==> config.mk <==
export PLATFORM = sky130hd
export DESIGN_NAME = muldiv_flat
export DESIGN_NICKNAME = d
export VERILOG_FILES = /design/src/rtl/muldiv_pkg.sv /design/src/rtl/muldiv_if.sv /design/src/rtl/muldiv.sv /design/src/flat_wrapper.sv
export SDC_FILE = /design/constraint.sdc
export NUM_CORES = 1
export LEC_CHECK = 0
export ABC_AREA = 1
export CAP_MARGIN = 20
export CORE_MARGIN = 8
export CORE_UTILIZATION = 24
export CTS_BUF_LIST = sky130_fd_sc_hd__clkbuf_8
export CTS_CLUSTER_DIAMETER = 30
export DETAILED_ROUTE_END_ITERATION = 10
export HOLD_SLACK_MARGIN = 0.02
export PLACE_DENSITY = 0.47
export REMOVE_ABC_BUFFERS = 1
export SLEW_MARGIN = 15
export SYNTH_ARGS = -nofsm -noshare
export SYNTH_HDL_FRONTEND = slang
export SYNTH_SLANG_ARGS = --single-unit
==> constraint.sdc <==
create_clock -name clk -period 5.1 [get_ports clk]
set_input_delay 0.51 -clock clk [delete_from_list [all_inputs] [get_ports clk]]
set_output_delay 0.51 -clock clk [all_outputs]
set_load 0.02 [all_outputs]
==> src/rtl/muldiv_pkg.sv <==
// ============================================================================
//  Module   : muldiv_pkg
//  Purpose  : Shared definitions for the iterative multiply/divide unit:
//             data width, funct3 opcode encoding, FSM state encoding and
//             the divide-by-zero quotient constant.
//  Revision : 1.0 - initial release
// ============================================================================
`default_nettype none

package muldiv_pkg;

    localparam int XLEN = 32;

    // Quotient returned for any divide by zero (all ones).
    localparam logic [XLEN-1:0] DIV_ZERO_QUOT = 32'hFFFF_FFFF;

    // Most negative signed value; the only dividend that can overflow.
    localparam logic [XLEN-1:0] INT_MIN = {1'b1, {(XLEN-1){1'b0}}};

    typedef enum logic [2:0] {
        OP_MUL    = 3'b000,
        OP_MULH   = 3'b001,
        OP_MULHSU = 3'b010,
        OP_MULHU  = 3'b011,
        OP_DIV    = 3'b100,
        OP_DIVU   = 3'b101,
        OP_REM    = 3'b110,
        OP_REMU   = 3'b111
    } op_e;

    typedef enum logic [1:0] {
        IDLE = 2'd0,
        CALC = 2'd1,
        DONE = 2'd2
    } state_e;

endpackage : muldiv_pkg

`default_nettype wire

==> src/rtl/muldiv_if.sv <==
// ============================================================================
//  Module   : muldiv_if
//  Purpose  : Request/response bundle of the multiply/divide unit.
//  Signals  : start, funct3, srcA, srcB, flush   (requester -> unit)
//             busy, resultValid, result          (unit -> requester)
//  Modports : master = requester side, slave = muldiv unit side
//  Revision : 1.0 - initial release
// ============================================================================
`default_nettype none

interface muldiv_if;
    import muldiv_pkg::*;

    logic            start;
    logic [2:0]      funct3;
    logic [XLEN-1:0] srcA;
    logic [XLEN-1:0] srcB;
    logic            flush;
    logic            busy;
    logic            resultValid;
    logic [XLEN-1:0] result;

    modport master (
        output start, funct3, srcA, srcB, flush,
        input  busy, resultValid, result
    );

    modport slave (
        input  start, funct3, srcA, srcB, flush,
        output busy, resultValid, result
    );

endinterface : muldiv_if

`default_nettype wire

==> src/rtl/muldiv.sv <==
// ============================================================================
//  Module   : muldiv
//  Purpose  : Iterative radix-2 multiply/divide unit (RV32M operations).
//             Multiply is shift-add, divide is restoring shift-subtract;
//             both run on magnitudes in one shared 64-bit shift register
//             for 32 steps, followed by sign correction.
//  Ports    : clk   - clock, rising edge
//             rstN  - asynchronous active-low reset
//             bus   - muldiv_if.slave (start/funct3/srcA/srcB/flush in,
//                     busy/resultValid/result out)
//  Revision : 1.0 - initial release
// ============================================================================
`default_nettype none

module muldiv
    import muldiv_pkg::*;
(
    input  wire      clk,
    input  wire      rstN,
    muldiv_if.slave  bus
);

    state_e            state_q,  state_d;
    op_e               op_q,     op_d;
    logic [4:0]        cnt_q,    cnt_d;
    logic [2*XLEN-1:0] acc_q,    acc_d;     // {hi, lo} shared shift register
    logic [XLEN-1:0]   opb_q,    opb_d;     // |multiplicand| or |divisor|
    logic              neg_q,    neg_d;     // negate the final value
    logic              busy_q,   busy_d;
    logic              valid_q,  valid_d;
    logic [XLEN-1:0]   result_q, result_d;

    // ---------------------------------------------------------------------
    // Request decode (only consumed in IDLE)
    // ---------------------------------------------------------------------
    op_e             w_req_op;
    logic            w_a_signed, w_b_signed;
    logic            w_a_neg, w_b_neg;
    logic [XLEN-1:0] w_abs_a, w_abs_b;
    logic            w_div_zero, w_overflow;

    always_comb begin
        w_req_op   = op_e'(bus.funct3);
        w_a_signed = (w_req_op inside {OP_MULH, OP_MULHSU, OP_DIV, OP_REM});
        w_b_signed = (w_req_op inside {OP_MULH, OP_DIV, OP_REM});
        w_a_neg    = w_a_signed & bus.srcA[XLEN-1];
        w_b_neg    = w_b_signed & bus.srcB[XLEN-1];
        w_abs_a    = w_a_neg ? -bus.srcA : bus.srcA;
        w_abs_b    = w_b_neg ? -bus.srcB : bus.srcB;
        w_div_zero = bus.funct3[2] && (bus.srcB == '0);
        w_overflow = (w_req_op inside {OP_DIV, OP_REM}) &&
                     (bus.srcA == INT_MIN) && (bus.srcB == '1);
    end

    // ---------------------------------------------------------------------
    // One radix-2 step on the shared register, plus final sign correction
    // ---------------------------------------------------------------------
    logic [XLEN:0]     w_mul_sum;
    logic [XLEN:0]     w_div_diff;
    logic [2*XLEN-1:0] w_step;
    logic [2*XLEN-1:0] w_prod;
    logic [XLEN-1:0]   w_final;

    always_comb begin
        // Multiply: lo holds the remaining multiplier bits, hi accumulates.
        w_mul_sum  = {1'b0, acc_q[2*XLEN-1:XLEN]} +
                     (acc_q[0] ? {1'b0, opb_q} : {(XLEN+1){1'b0}});
        // Divide: trial-subtract from the 33-bit remainder seen after the
        // left shift; bit XLEN of the difference is the borrow.
        w_div_diff = acc_q[2*XLEN-1:XLEN-1] - {1'b0, opb_q};

        if (op_q[2]) begin
            w_step = w_div_diff[XLEN] ? {acc_q[2*XLEN-2:0], 1'b0}
                                      : {w_div_diff[XLEN-1:0], acc_q[XLEN-2:0], 1'b1};
        end else begin
            w_step = {w_mul_sum, acc_q[XLEN-1:1]};
        end

        w_prod = neg_q ? -w_step : w_step;

        case (op_q)
            OP_MUL:                       w_final = w_prod[XLEN-1:0];
            OP_MULH, OP_MULHSU, OP_MULHU: w_final = w_prod[2*XLEN-1:XLEN];
            OP_DIV, OP_DIVU:              w_final = neg_q ? -w_step[XLEN-1:0]
                                                          :  w_step[XLEN-1:0];
            default:                      w_final = neg_q ? -w_step[2*XLEN-1:XLEN]
                                                          :  w_step[2*XLEN-1:XLEN];
        endcase
    end

    // ---------------------------------------------------------------------
    // Next-state logic
    // ---------------------------------------------------------------------
    always_comb begin
        state_d  = state_q;
        op_d     = op_q;
        cnt_d    = cnt_q;
        acc_d    = acc_q;
        opb_d    = opb_q;
        neg_d    = neg_q;
        busy_d   = busy_q;
        valid_d  = 1'b0;
        result_d = result_q;

        if (bus.flush) begin
            state_d = IDLE;
            busy_d  = 1'b0;
        end else begin
            case (state_q)
                IDLE: begin
                    if (bus.start) begin
                        op_d   = w_req_op;
                        cnt_d  = '0;
                        acc_d  = {{XLEN{1'b0}}, w_abs_a};
                        opb_d  = w_abs_b;
                        // Remainder follows the dividend; everything else
                        // is negative when exactly one operand is.
                        neg_d  = (w_req_op inside {OP_REM, OP_REMU}) ? w_a_neg
                                                                     : (w_a_neg ^ w_b_neg);
                        busy_d = 1'b1;
                        if (w_div_zero) begin
                            state_d  = DONE;
                            valid_d  = 1'b1;
                            result_d = (w_req_op inside {OP_DIV, OP_DIVU}) ? DIV_ZERO_QUOT
                                                                           : bus.srcA;
                        end else if (w_overflow) begin
                            state_d  = DONE;
                            valid_d  = 1'b1;
                            result_d = (w_req_op == OP_DIV) ? INT_MIN : '0;
                        end else begin
                            state_d  = CALC;
                        end
                    end
                end
                CALC: begin
                    acc_d = w_step;
                    cnt_d = cnt_q + 5'd1;
                    if (cnt_q == 5'd31) begin
                        state_d  = DONE;
                        valid_d  = 1'b1;
                        result_d = w_final;
                    end
                end
                DONE: begin
                    state_d = IDLE;
                    busy_d  = 1'b0;
                end
                default: begin
                    state_d = IDLE;
                    busy_d  = 1'b0;
                end
            endcase
        end
    end

    always_ff @(posedge clk or negedge rstN) begin
        if (!rstN) begin
            state_q  <= IDLE;
            op_q     <= OP_MUL;
            cnt_q    <= '0;
            acc_q    <= '0;
            opb_q    <= '0;
            neg_q    <= 1'b0;
            busy_q   <= 1'b0;
            valid_q  <= 1'b0;
            result_q <= '0;
        end else begin
            state_q  <= state_d;
            op_q     <= op_d;
            cnt_q    <= cnt_d;
            acc_q    <= acc_d;
            opb_q    <= opb_d;
            neg_q    <= neg_d;
            busy_q   <= busy_d;
            valid_q  <= valid_d;
            result_q <= result_d;
        end
    end

    assign bus.busy        = busy_q;
    assign bus.resultValid = valid_q;
    assign bus.result      = result_q;

endmodule : muldiv

`default_nettype wire

==> src/flat_wrapper.sv <==
// flat-port wrapper written by rule: the top's interface ports become plain ports
module muldiv_flat import muldiv_pkg::*;
  (clk, rstN, bus_start, bus_funct3, bus_srcA, bus_srcB, bus_flush, bus_busy, bus_resultValid, bus_result);
  muldiv_if bus_i ();
  input  wire clk;
  input  wire rstN;
  input wire logic [$bits(bus_i.start)-1:0] bus_start;
  input wire logic [$bits(bus_i.funct3)-1:0] bus_funct3;
  input wire logic [$bits(bus_i.srcA)-1:0] bus_srcA;
  input wire logic [$bits(bus_i.srcB)-1:0] bus_srcB;
  input wire logic [$bits(bus_i.flush)-1:0] bus_flush;
  output wire logic [$bits(bus_i.busy)-1:0] bus_busy;
  output wire logic [$bits(bus_i.resultValid)-1:0] bus_resultValid;
  output wire logic [$bits(bus_i.result)-1:0] bus_result;
  assign bus_i.start = bus_start;
  assign bus_i.funct3 = bus_funct3;
  assign bus_i.srcA = bus_srcA;
  assign bus_i.srcB = bus_srcB;
  assign bus_i.flush = bus_flush;
  assign bus_busy = bus_i.busy;
  assign bus_resultValid = bus_i.resultValid;
  assign bus_result = bus_i.result;
  muldiv u_core (.clk(clk), .rstN(rstN), .bus(bus_i));
endmodule
==> impl_metrics.env <==
export IMPL_ant_nets=0
export IMPL_port_buffers=104
export IMPL_nNetsFinal=3117
export IMPL_top_layer="met4"
export IMPL_final_cell_mix="nand2_1 (831), inv_1 (407), nor2_1 (339), nand3_1 (218), o21ai_0 (214)"
export IMPL_yosys_warnings=0
export IMPL_min_period_over_period=0.904
export IMPL_synth_area_leader_cell="dfrtp_1"
export IMPL_fp_dieW_um=281
export IMPL_drcViolationCount=0
export IMPL_pwr_share_comb=0.782
export IMPL_drt_wirelength_per_cell_um=18.9
export IMPL_clkPwrFrac=0.073
export IMPL_routed_wl_um=74100
export IMPL_clock_latency_ns=0.58
export IMPL_synth_top_area_share=0.209
export IMPL_crit_fanout=10
export IMPL_setup_viol=0
export IMPL_grt_start_max_net_pins=113
export IMPL_postCtsResizedCells=0
export IMPL_place_gp_congestion=0.919
export IMPL_r2r_start="u_core.acc_q[31]$_DFFE_PN0P_"
export IMPL_crit_path_start="u_core.acc_q[31]$_DFFE_PN0P_"
export IMPL_viasPerCell=4.82
export IMPL_cts_sink_count=141
export IMPL_io_pin_count=105
export IMPL_worst_slew_pin_slew_ns=1.01
export IMPL_wl_met2_um=34000
export IMPL_synth_seq_area_share=0.209
export IMPL_dp_slack_ns=0.518
export IMPL_switching_share=0.620
export IMPL_cts_root_buf="clkbuf_8"
export IMPL_area_growth_pct=15.1
export IMPL_clkTransAtPathRegs_ns=0.11
export IMPL_hold_class="input port to asynchronous set/reset pin"
export IMPL_fmax_ghz=0.217
export IMPL_hpwlAfterDp_um=58700
export IMPL_floorplan_initialDensity=0.242
export IMPL_worstPathArrival_ns=5.07
export IMPL_tritoncts="yes"
export IMPL_crit_top_cell="nand2_1"
export IMPL_avgSynthCellArea_um2=5.82
export IMPL_antenna_found_initial=1
export IMPL_grt_pass1_wl_um=113000
export IMPL_synth_async_reset_ratio=1.00
export IMPL_rows=97
export IMPL_dpl_cell_area_um2=19000
export IMPL_fillCellCount=8101
export IMPL_die_area_um2=79200
export IMPL_slowest_stage="fa_1"
export IMPL_ys_ff_latch=141
export IMPL_clockBufferDepth=2
export IMPL_final_core_util=0.278
export IMPL_seq_power_share=0.145
export IMPL_ys_flop_type="dfrtp_1"
export IMPL_cp_required_ns=5.56
export IMPL_setup_slack_ns=0.490
export IMPL_die_h_um=281
export IMPL_netSwitchingPower_w=0.00937
export IMPL_drive_above_1_share=0.0646
export IMPL_netlist_area_um2=16900
export IMPL_clock_skew_ns=0.0264
export IMPL_critPathKind="flip-flop to flip-flop"
export IMPL_numCtsBuffers=17
export IMPL_cp_end_kind="flip-flop"
export IMPL_core_um2=69900
export IMPL_final_area_um2=19400
export IMPL_layout_commonest_cell="nand2_1"
export IMPL_p_int_w=0.00575
export IMPL_peakVddDrop_mv=0.389
export IMPL_cap_violations=0
export IMPL_drv_slew=0
export IMPL_grt_pass1_vias=18300
export IMPL_grtUsageTotal=0.187
export IMPL_startpoint_type="flip-flop"
export IMPL_synth_distinct_cells=58
export IMPL_synth_edf_count=0
export IMPL_post_route_min_period_ns=4.61
export IMPL_wl_met3_um=3540
export IMPL_rsz0062_at_grt="false"
export IMPL_leakagePower_nw=9.70
export IMPL_max_stage_delay_ns=0.40
export IMPL_slew_headroom=0.326
export IMPL_p_per_area_nw_per_um2=777
export IMPL_drt_met1_wl_um=34600
export IMPL_ys_top_cells_by_area="dfrtp_1 (21%), nand2_1 (18%), inv_1 (9.0%), nor2_1 (7.6%), nand3_1 (6.5%)"
export IMPL_drtIter0Drc=1674
export IMPL_finalHoldViolCount=0
export IMPL_vias=18900
export IMPL_h_tree_depth=4
export IMPL_status="finished, final reports clean"
export IMPL_first_pass_iters=5
export IMPL_grt_ovfl_total=0
export IMPL_synth_cells=2901
==> worst paths after layout <==
path	to	slack (ns)	cells past startpoint
max	u_core.bus.result[10]$_DFFE_PN0P_	0.49	29
min	u_core.opb_q[20]$_DFFE_PN0P_	0.38	2
max reg2reg	u_core.bus.result[10]$_DFFE_PN0P_	0.49	29
min reg2reg	u_core.bus.result[23]$_DFFE_PN0P_	0.50	2
max in group asynchronous	u_core.bus.result[30]$_DFFE_PN0P_	3.67	3
min in group clk	u_core.bus.result[23]$_DFFE_PN0P_	0.50	2
==> metal layers <==
layer	up-vias	GRT usage
li1	9498	-
met5	-	0
met2	525	0.305
met4	0	0.0591
met1	8844	0.256
met3	73	0.0193
==> final cells by class <==
type / instances / area, µm² / area share
inverters: 421 / 1580 / 0.0813
clock buffers: 20 / 275 / 0.0142
clock inverters: 12 / 160 / 0.00824
multi-input cells: 2251 / 11400 / 0.584
diodes: 1 / 2.50 / 0.000129
flip-flops and latches: 141 / 3530 / 0.182
well taps: 940 / 1180 / 0.0605
repair buffers: 141 / 1360 / 0.0699
==> registers in the layout, summed over array words and instances (netlist names) <==
signal,cells
u_core.state_q,2
u_core.cnt_q,5
u_core.bus.busy,1
u_core.bus.result,32
u_core.opb_q,32
u_core.op_q,3
u_core.acc_q,64
u_core.neg_q,1
u_core.bus.resultValid,1
==> power groups by stage <==
stage | Clock [W] | Sequential, W | Combinational [W]
floorplan | 0 | 0.00226 | 0.00769
global placement | 0 | 0.00222 | 0.0117
detailed placement | 0 | 0.00223 | 0.0117
CTS | 0.00115 | 0.00221 | 0.0118
global route | 0.00118 | 0.00226 | 0.0132
finish | 0.00110 | 0.00219 | 0.0118
==> cells by family after synthesis <==
| logic type | share of synthesized area |
|---|---|
| AOI/OAI and AO/OA | 0.164 |
| xor gates and xnor gates | 0.0430 |
| adders and majority gates | 0.0549 |
| buffers and inverters | 0.121 |
| DFF | 0.209 |
| muxes | 0.000592 |
| and+or+nand+nor | 0.408 |
==> worst max-delay path, delay by kind of cell, from the launching register on <==
family                     cells  cell delay, ns
and+or+nand+nor               19            2.44
adders and majority gates      3            0.78
AOI/OAI and AO/OA              4            0.58
DFF                            1            0.38
buffers and inverters          3            0.29
==> through the flow <==
step | hold slack (ns) | TNS [ns] | power, W | instances
global route | 0.377 | 0 | 0.0166 | 3927
detailed placement | 0.409 | 0 | 0.0139 | 3893
CTS | 0.325 | 0 | 0.0151 | 3926
global placement | 0.413 | 0 | 0.0140 | 3893
finish | 0.376 | 0 | 0.0151 | 3927
floorplan | 0.214 | -10.35 | 0.00995 | 2813
==> synth_stat cells (all sizes together) (2+ instances only) <==
cell type / count
nor2: 365
nand3: 226
inv: 415
a21o: 4
o2111ai: 2
and2: 2
a21boi: 3
nor4: 10
a31oi: 17
xor2: 58
ha: 71
o21ai: 239
o221ai: 11
clkbuf: 45
nand2: 886
nor3b: 2
buf: 43
fa: 2
dfrtp: 141
o211ai: 13
nor3: 42
o21a: 5
xnor2: 25
o21bai: 14
or2: 5
nand3b: 17
a21oi: 171
o22ai: 18
nand4: 36
clkinv: 6
==> what timing repair did <==
item / in CTS / in global routing
endpoints found under the setup margin: 0 / 0
hold buffers: 1 / 0
setup buffers: 0 / 0
hold endpoints to repair: 29 / 0
Note: power is estimated with default switching activity, not from simulation.
